===== config.mk =====
export PLATFORM = sky130hd
export DESIGN_NAME = seq_divider
export DESIGN_NICKNAME = d
export VERILOG_FILES = /design/src/rtl/div_pkg.sv /design/src/rtl/div_step.sv /design/src/rtl/seq_divider.sv
export SDC_FILE = /design/constraint.sdc
export NUM_CORES = 1
export LEC_CHECK = 0
export ABC_AREA = 1
export BUFFER_PORTS_ARGS = -buffer_cell sky130_fd_sc_hd__buf_2
export CAP_MARGIN = 10
export CORE_AREA = 8 8 88 121
export CTS_CLUSTER_DIAMETER = 120
export DETAILED_ROUTE_END_ITERATION = 12
export DIE_AREA = 0 0 96 129
export PLACE_DENSITY_LB_ADDON = 0.25
export SLEW_MARGIN = 20
export SYNTH_ARGS = -nofsm -noshare
export SYNTH_HDL_FRONTEND = slang
export SYNTH_SLANG_ARGS = --single-unit

===== constraint.sdc =====
create_clock -name clk -period 2.3 [get_ports clk]
set_clock_uncertainty 0.2 [all_clocks]
set_input_delay 0.23 -clock clk [delete_from_list [all_inputs] [get_ports clk]]
set_output_delay 0.23 -clock clk [all_outputs]
set_load 0.02 [all_outputs]

===== src/rtl/div_pkg.sv =====
// Shared types and default widths for the sequential divider.
// Exports the state enum, width defaults and counter width.
package div_pkg;

  localparam int DEF_WIDTH_N = 8;
  localparam int DEF_WIDTH_D = 4;
  localparam int DEF_CNT_W   = $clog2(DEF_WIDTH_N + 1);

  typedef enum logic [1:0] {
    IDLE = 2'd0,
    RUN  = 2'd1,
    DONE = 2'd2
  } div_state_t;

endpackage


===== src/rtl/div_step.sv =====
// One restoring-division step: shift, trial subtract, restore.
// In: pr, bin, divisor. Out: pr_nxt, qbit.
module div_step
  import div_pkg::*;
#(
  parameter int WIDTH_D = DEF_WIDTH_D
) (
  input  logic [WIDTH_D:0]   pr,
  input  logic               bin,
  input  logic [WIDTH_D-1:0] divisor,
  output logic [WIDTH_D:0]   pr_nxt,
  output logic               qbit
);

  logic [WIDTH_D+1:0] sh;
  logic [WIDTH_D+1:0] dv;

  assign sh   = {pr, bin};
  assign dv   = (WIDTH_D+2)'(divisor);
  assign qbit = (sh >= dv);

  // pr < divisor before the shift, so the result fits in pr's width
  assign pr_nxt = qbit ? (WIDTH_D+1)'(sh - dv)
                       : sh[WIDTH_D:0];

endmodule


===== src/rtl/seq_divider.sv =====
// Iterative restoring divider, one quotient bit per clock.
// Ports: clk, rst, start, dividend, divisor -> busy, done,
// quotient, remainder, div_by_zero (all registered).
module seq_divider
  import div_pkg::*;
#(
  parameter int WIDTH_N = DEF_WIDTH_N,
  parameter int WIDTH_D = DEF_WIDTH_D
) (
  input  logic               clk,
  input  logic               rst,
  input  logic               start,
  input  logic [WIDTH_N-1:0] dividend,
  input  logic [WIDTH_D-1:0] divisor,
  output logic               busy,
  output logic               done,
  output logic [WIDTH_N-1:0] quotient,
  output logic [WIDTH_D-1:0] remainder,
  output logic               div_by_zero
);

  localparam int CW = $clog2(WIDTH_N + 1);
  localparam logic [CW-1:0] CNT_LAST = CW'(WIDTH_N - 1);

  div_state_t         state;
  logic [CW-1:0]      cnt;
  logic [WIDTH_N-1:0] nreg;
  logic [WIDTH_N-1:0] qreg;
  logic [WIDTH_D-1:0] dreg;
  logic [WIDTH_D:0]   pr;
  logic [WIDTH_D:0]   pr_nxt;
  logic               qbit;
  logic [WIDTH_N-1:0] q_nxt;

  div_step #(
    .WIDTH_D (WIDTH_D)
  ) u_step (
    .pr      (pr),
    .bin     (nreg[WIDTH_N-1]),
    .divisor (dreg),
    .pr_nxt  (pr_nxt),
    .qbit    (qbit)
  );

  assign q_nxt = {qreg[WIDTH_N-2:0], qbit};

  always_ff @(posedge clk) begin
    if (rst) begin
      state       <= IDLE;
      cnt         <= '0;
      nreg        <= '0;
      qreg        <= '0;
      dreg        <= '0;
      pr          <= '0;
      busy        <= 1'b0;
      done        <= 1'b0;
      quotient    <= '0;
      remainder   <= '0;
      div_by_zero <= 1'b0;
    end else begin
      unique case (state)
        IDLE: begin
          done <= 1'b0;
          if (start) begin
            busy <= 1'b1;
            if (divisor == '0) begin
              quotient    <= '1;
              remainder   <= dividend[WIDTH_D-1:0];
              div_by_zero <= 1'b1;
              done        <= 1'b1;
              state       <= DONE;
            end else begin
              nreg        <= dividend;
              dreg        <= divisor;
              pr          <= '0;
              qreg        <= '0;
              cnt         <= '0;
              div_by_zero <= 1'b0;
              state       <= RUN;
            end
          end
        end
        RUN: begin
          nreg <= nreg << 1;
          pr   <= pr_nxt;
          qreg <= q_nxt;
          cnt  <= cnt + CW'(1);
          if (cnt == CNT_LAST) begin
            quotient  <= q_nxt;
            remainder <= pr_nxt[WIDTH_D-1:0];
            done      <= 1'b1;
            state     <= DONE;
          end
        end
        DONE: begin
          done  <= 1'b0;
          busy  <= 1'b0;
          state <= IDLE;
        end
        default: begin
          done  <= 1'b0;
          busy  <= 1'b0;
          state <= IDLE;
        end
      endcase
    end
  end

endmodule


==> run metrics <==
achievable clock frequency=slightly below 0.5 GHz; required time of the critical path=~2.3 ns; global placement routability congestion=about 0.85; number of vias per cell=between 4 and 5; setup repair after global routing missed its margin=false; crit path from=nreg[7]$_SDFFE_PP0P_; beginning of the worst hold path=start; cell count after synthesis=roughly 280; clock tree from TritonCTS=yes; synthesized area per cell=between 7 and 8 sq um; library cell appearing most often on the critical path=inv_1; final antenna-violating net count=0; library cells used by synthesis=29; Critical Path Sink Type=flip-flop; CP Data Arrival Time=2.06 ns; FF+latch count, synth=45; fraction of the cycle the final worst path needs=between 90% and 100%; YS warnings=0; die footprint=0.01238 sq mm; x dimension of the die=96 um; leading cell types by total area after synthesis=dfxtp_1 (42%), nand2_1 (10%), nand3_1 (6.1%), a21oi_1 (5.8%), inv_1 (5.6%); ratio of cells with drive above 1 in the final layout=19.94%; CTS Buf Count=5; startpoint class of the critical path=flip-flop; GRT Util Overall=9.269%; Max VDD drop=0.0003414 V; global route total overflow=0; slew at the pin closest to its max-slew limit=about 0.79 ns; Clk Tree Root Cell=clkbuf_16; clock sink total=between 40 and 50; leading register cell type out of synthesis=dfxtp_1; area of the core=a little under 0.009 sq mm; H-tree depth=2; total number of vias=between 1500 and 2000; number of standard cells in the layout, taps in and fillers out=418; nets@finish=332; CP max stage cell=fa_1; worst r2r path cells=12; post-synthesis instance area=0.002148 sq mm; instance area at placement=approximately 0.0024 sq mm; total setup violations reported at the end of the flow=0; num ports=30; initial antenna violation count=0; remaining design rule violation count=0; worst rel slew slack=around 47%; maximum buffer depth of the clock tree=2; via count of the first global-routing pass=about 1900; Detailed Route Iter0 Violations=70; leading area contributor after synthesis=dfxtp_1; critical register-to-register path startpoint=nreg[7]$_SDFFE_PP0P_; number of hold violations in the final report=0; HPWL after detailed placement=roughly 3.9 mm; fraction of registers with async set or reset after synthesis=0%; pin count of the biggest net entering global routing=26; first-pass GRT wire length=a little under 9 mm; Die Y-Extent=129 um; post-cts hold buffer count=0; post-DR wirelength/cell=~13 um; number of iterations in the first detailed-routing pass=4; max-slew violation count=0; Post CTS Setup Buffer Count=0; Core Util, Final=about 28%; number of violations of the max-capacitance limit=0; Routed WL=5.369 mm; sequential share of the synthesized area=41.93%; worst setup path class=flip-flop to flip-flop; final critical-path required period=~2.1 ns; std cell rows=41; Clock transition at path regs=roughly 0.06 ns; Largest stage delay, worst path=about 0.4 ns; WHS Path Cells=3; outcome=finished clean; effective utilization at floorplan=24.21%; number of synthesized flops with an enable pin=0; area share of the largest cell type after synthesis=41.93%; # diodes=0; finished layout cell area=around 0.0025 sq mm; insertion delay to the later sink of the worst-skew pair=about 0.28 ns; Static Leakage=1.205 nW; worst-path maximum fanout=7; cell count after placement=between 400 and 500; synthesis-to-finish area growth=17.71%; PD cells=842.8 mW/mm^2; count of cells resized by post-cts repair=0; net count of the mapped netlist=roughly 300; number of port buffers=29; crit-path cells=inv_1, ha_1, inv_1, fa_1, inv_1, nor2_1, nor2_2, nand2_4, nand3_1, nand3_1, nand2_1, inv_1; setup TNS after final layout=0 ns; Hold Crit Class=input pin to flip-flop
placed cells by master, fill, tap and decap left out:
cell type  count
nand2_1       58
or2_0          1
inv_2          3
inv_4          1
inv_1         32
o21a_2         1
a21oi_1       25
buf_4          4
nor2_2         2
buf_2         29
nand2_4        3
clkbuf_8       1
nor3b_2        1
o21ai_0       18
dfxtp_1       45
clkbuf_1       1
nor3_2         9
nand3_4        1
nor2_1        25
nand3_1       26
nand4_1        4
xor2_1         2
fa_1           1
a22oi_1        1
nand2_2        1
nor2_4         1
o211a_1        5
clkbuf_16      5
ha_1           5
power by group:
part	internal (mW)	switching [mW]
clock network	0.427	0.281
registers	0.856	0.0431
logic	0.173	0.351
total	1.46	0.676
worst max-delay path: cells and delay by family (launching register included):
family,cells,cell delay [ns]
adders and majority gates,2,0.54
buffers and inverters,4,0.25
DFF,1,0.31
and+or+nand+nor,6,0.68
worst paths after layout:
kind / to / slack [ns]
max: pr[0]$_SDFFE_PP0P_ / 0.22
max reg2reg: pr[0]$_SDFFE_PP0P_ / 0.22
min reg2reg: dreg[0]$_SDFFE_PP0P_ / 0.25
min: busy$_SDFFE_PP0P_ / 0.03
cell families (layout without fill, tap and decap cells):
kind of cell	Yosys count	count (layout)	synth area share, %
and+or+nand+nor	132	132	30.58
AOI/OAI and AO/OA	50	50	13.10
DFF	45	45	41.93
xor gates and xnor gates	2	2	0.8155
adders and majority gates	6	6	3.844
buffers and inverters	47	76	9.726
layout make-up:
cell class                      instances  area (sq um)
Sequential cell                        45         900.9
Timing Repair Buffer                   33         175.2
Multi-Input combinational cell        190          1039
Tap cell                              107         133.9
Fill cell                             970          6346
Inverter                               36         137.6
Clock buffer                            7         142.6
sequential cells by signal, summed over array words and instances, names as in the netlist:
name	count
pr	5
div_by_zero	1
state	2
cnt	4
quotient	8
nreg	8
busy	1
qreg	7
done	1
dreg	4
remainder	4
stage by stage:
stage          worst slack [ns]  hold slack [ns]  power [mW]
2_1_floorplan            0.4092           0.1729       1.311
3_3_place_gp             0.2814           0.2427       1.442
3_5_place_dp             0.2405           0.2527       1.446
4_1_cts                  0.2268          0.02427       2.171
5_1_grt                 0.04662          0.03898       2.260
6_report                 0.2187          0.03390       2.131
synthesized netlist by cell type (all sizes together) (2+ instances only):
master and n:
nand4 4, nor2 28, nor3 9, xor2 2, o211a 5, inv 36, buf 7, nand3 27
ha 5, nand2 62, clkbuf 4, o21ai 18, a21oi 25, dfxtp 45
routing by layer:
metal | vias up | global-route usage [%] | share of wire, %
met1 | 851 | 9.920 | 44
met4 | 0 | 4.360 | 2.2
met2 | 34 | 16.61 | 51
li1 | 968 | - | -
met3 | 7 | 1.923 | 3.5
met5 | - | 0 | 0
Note: power is estimated with default switching activity, not from simulation.
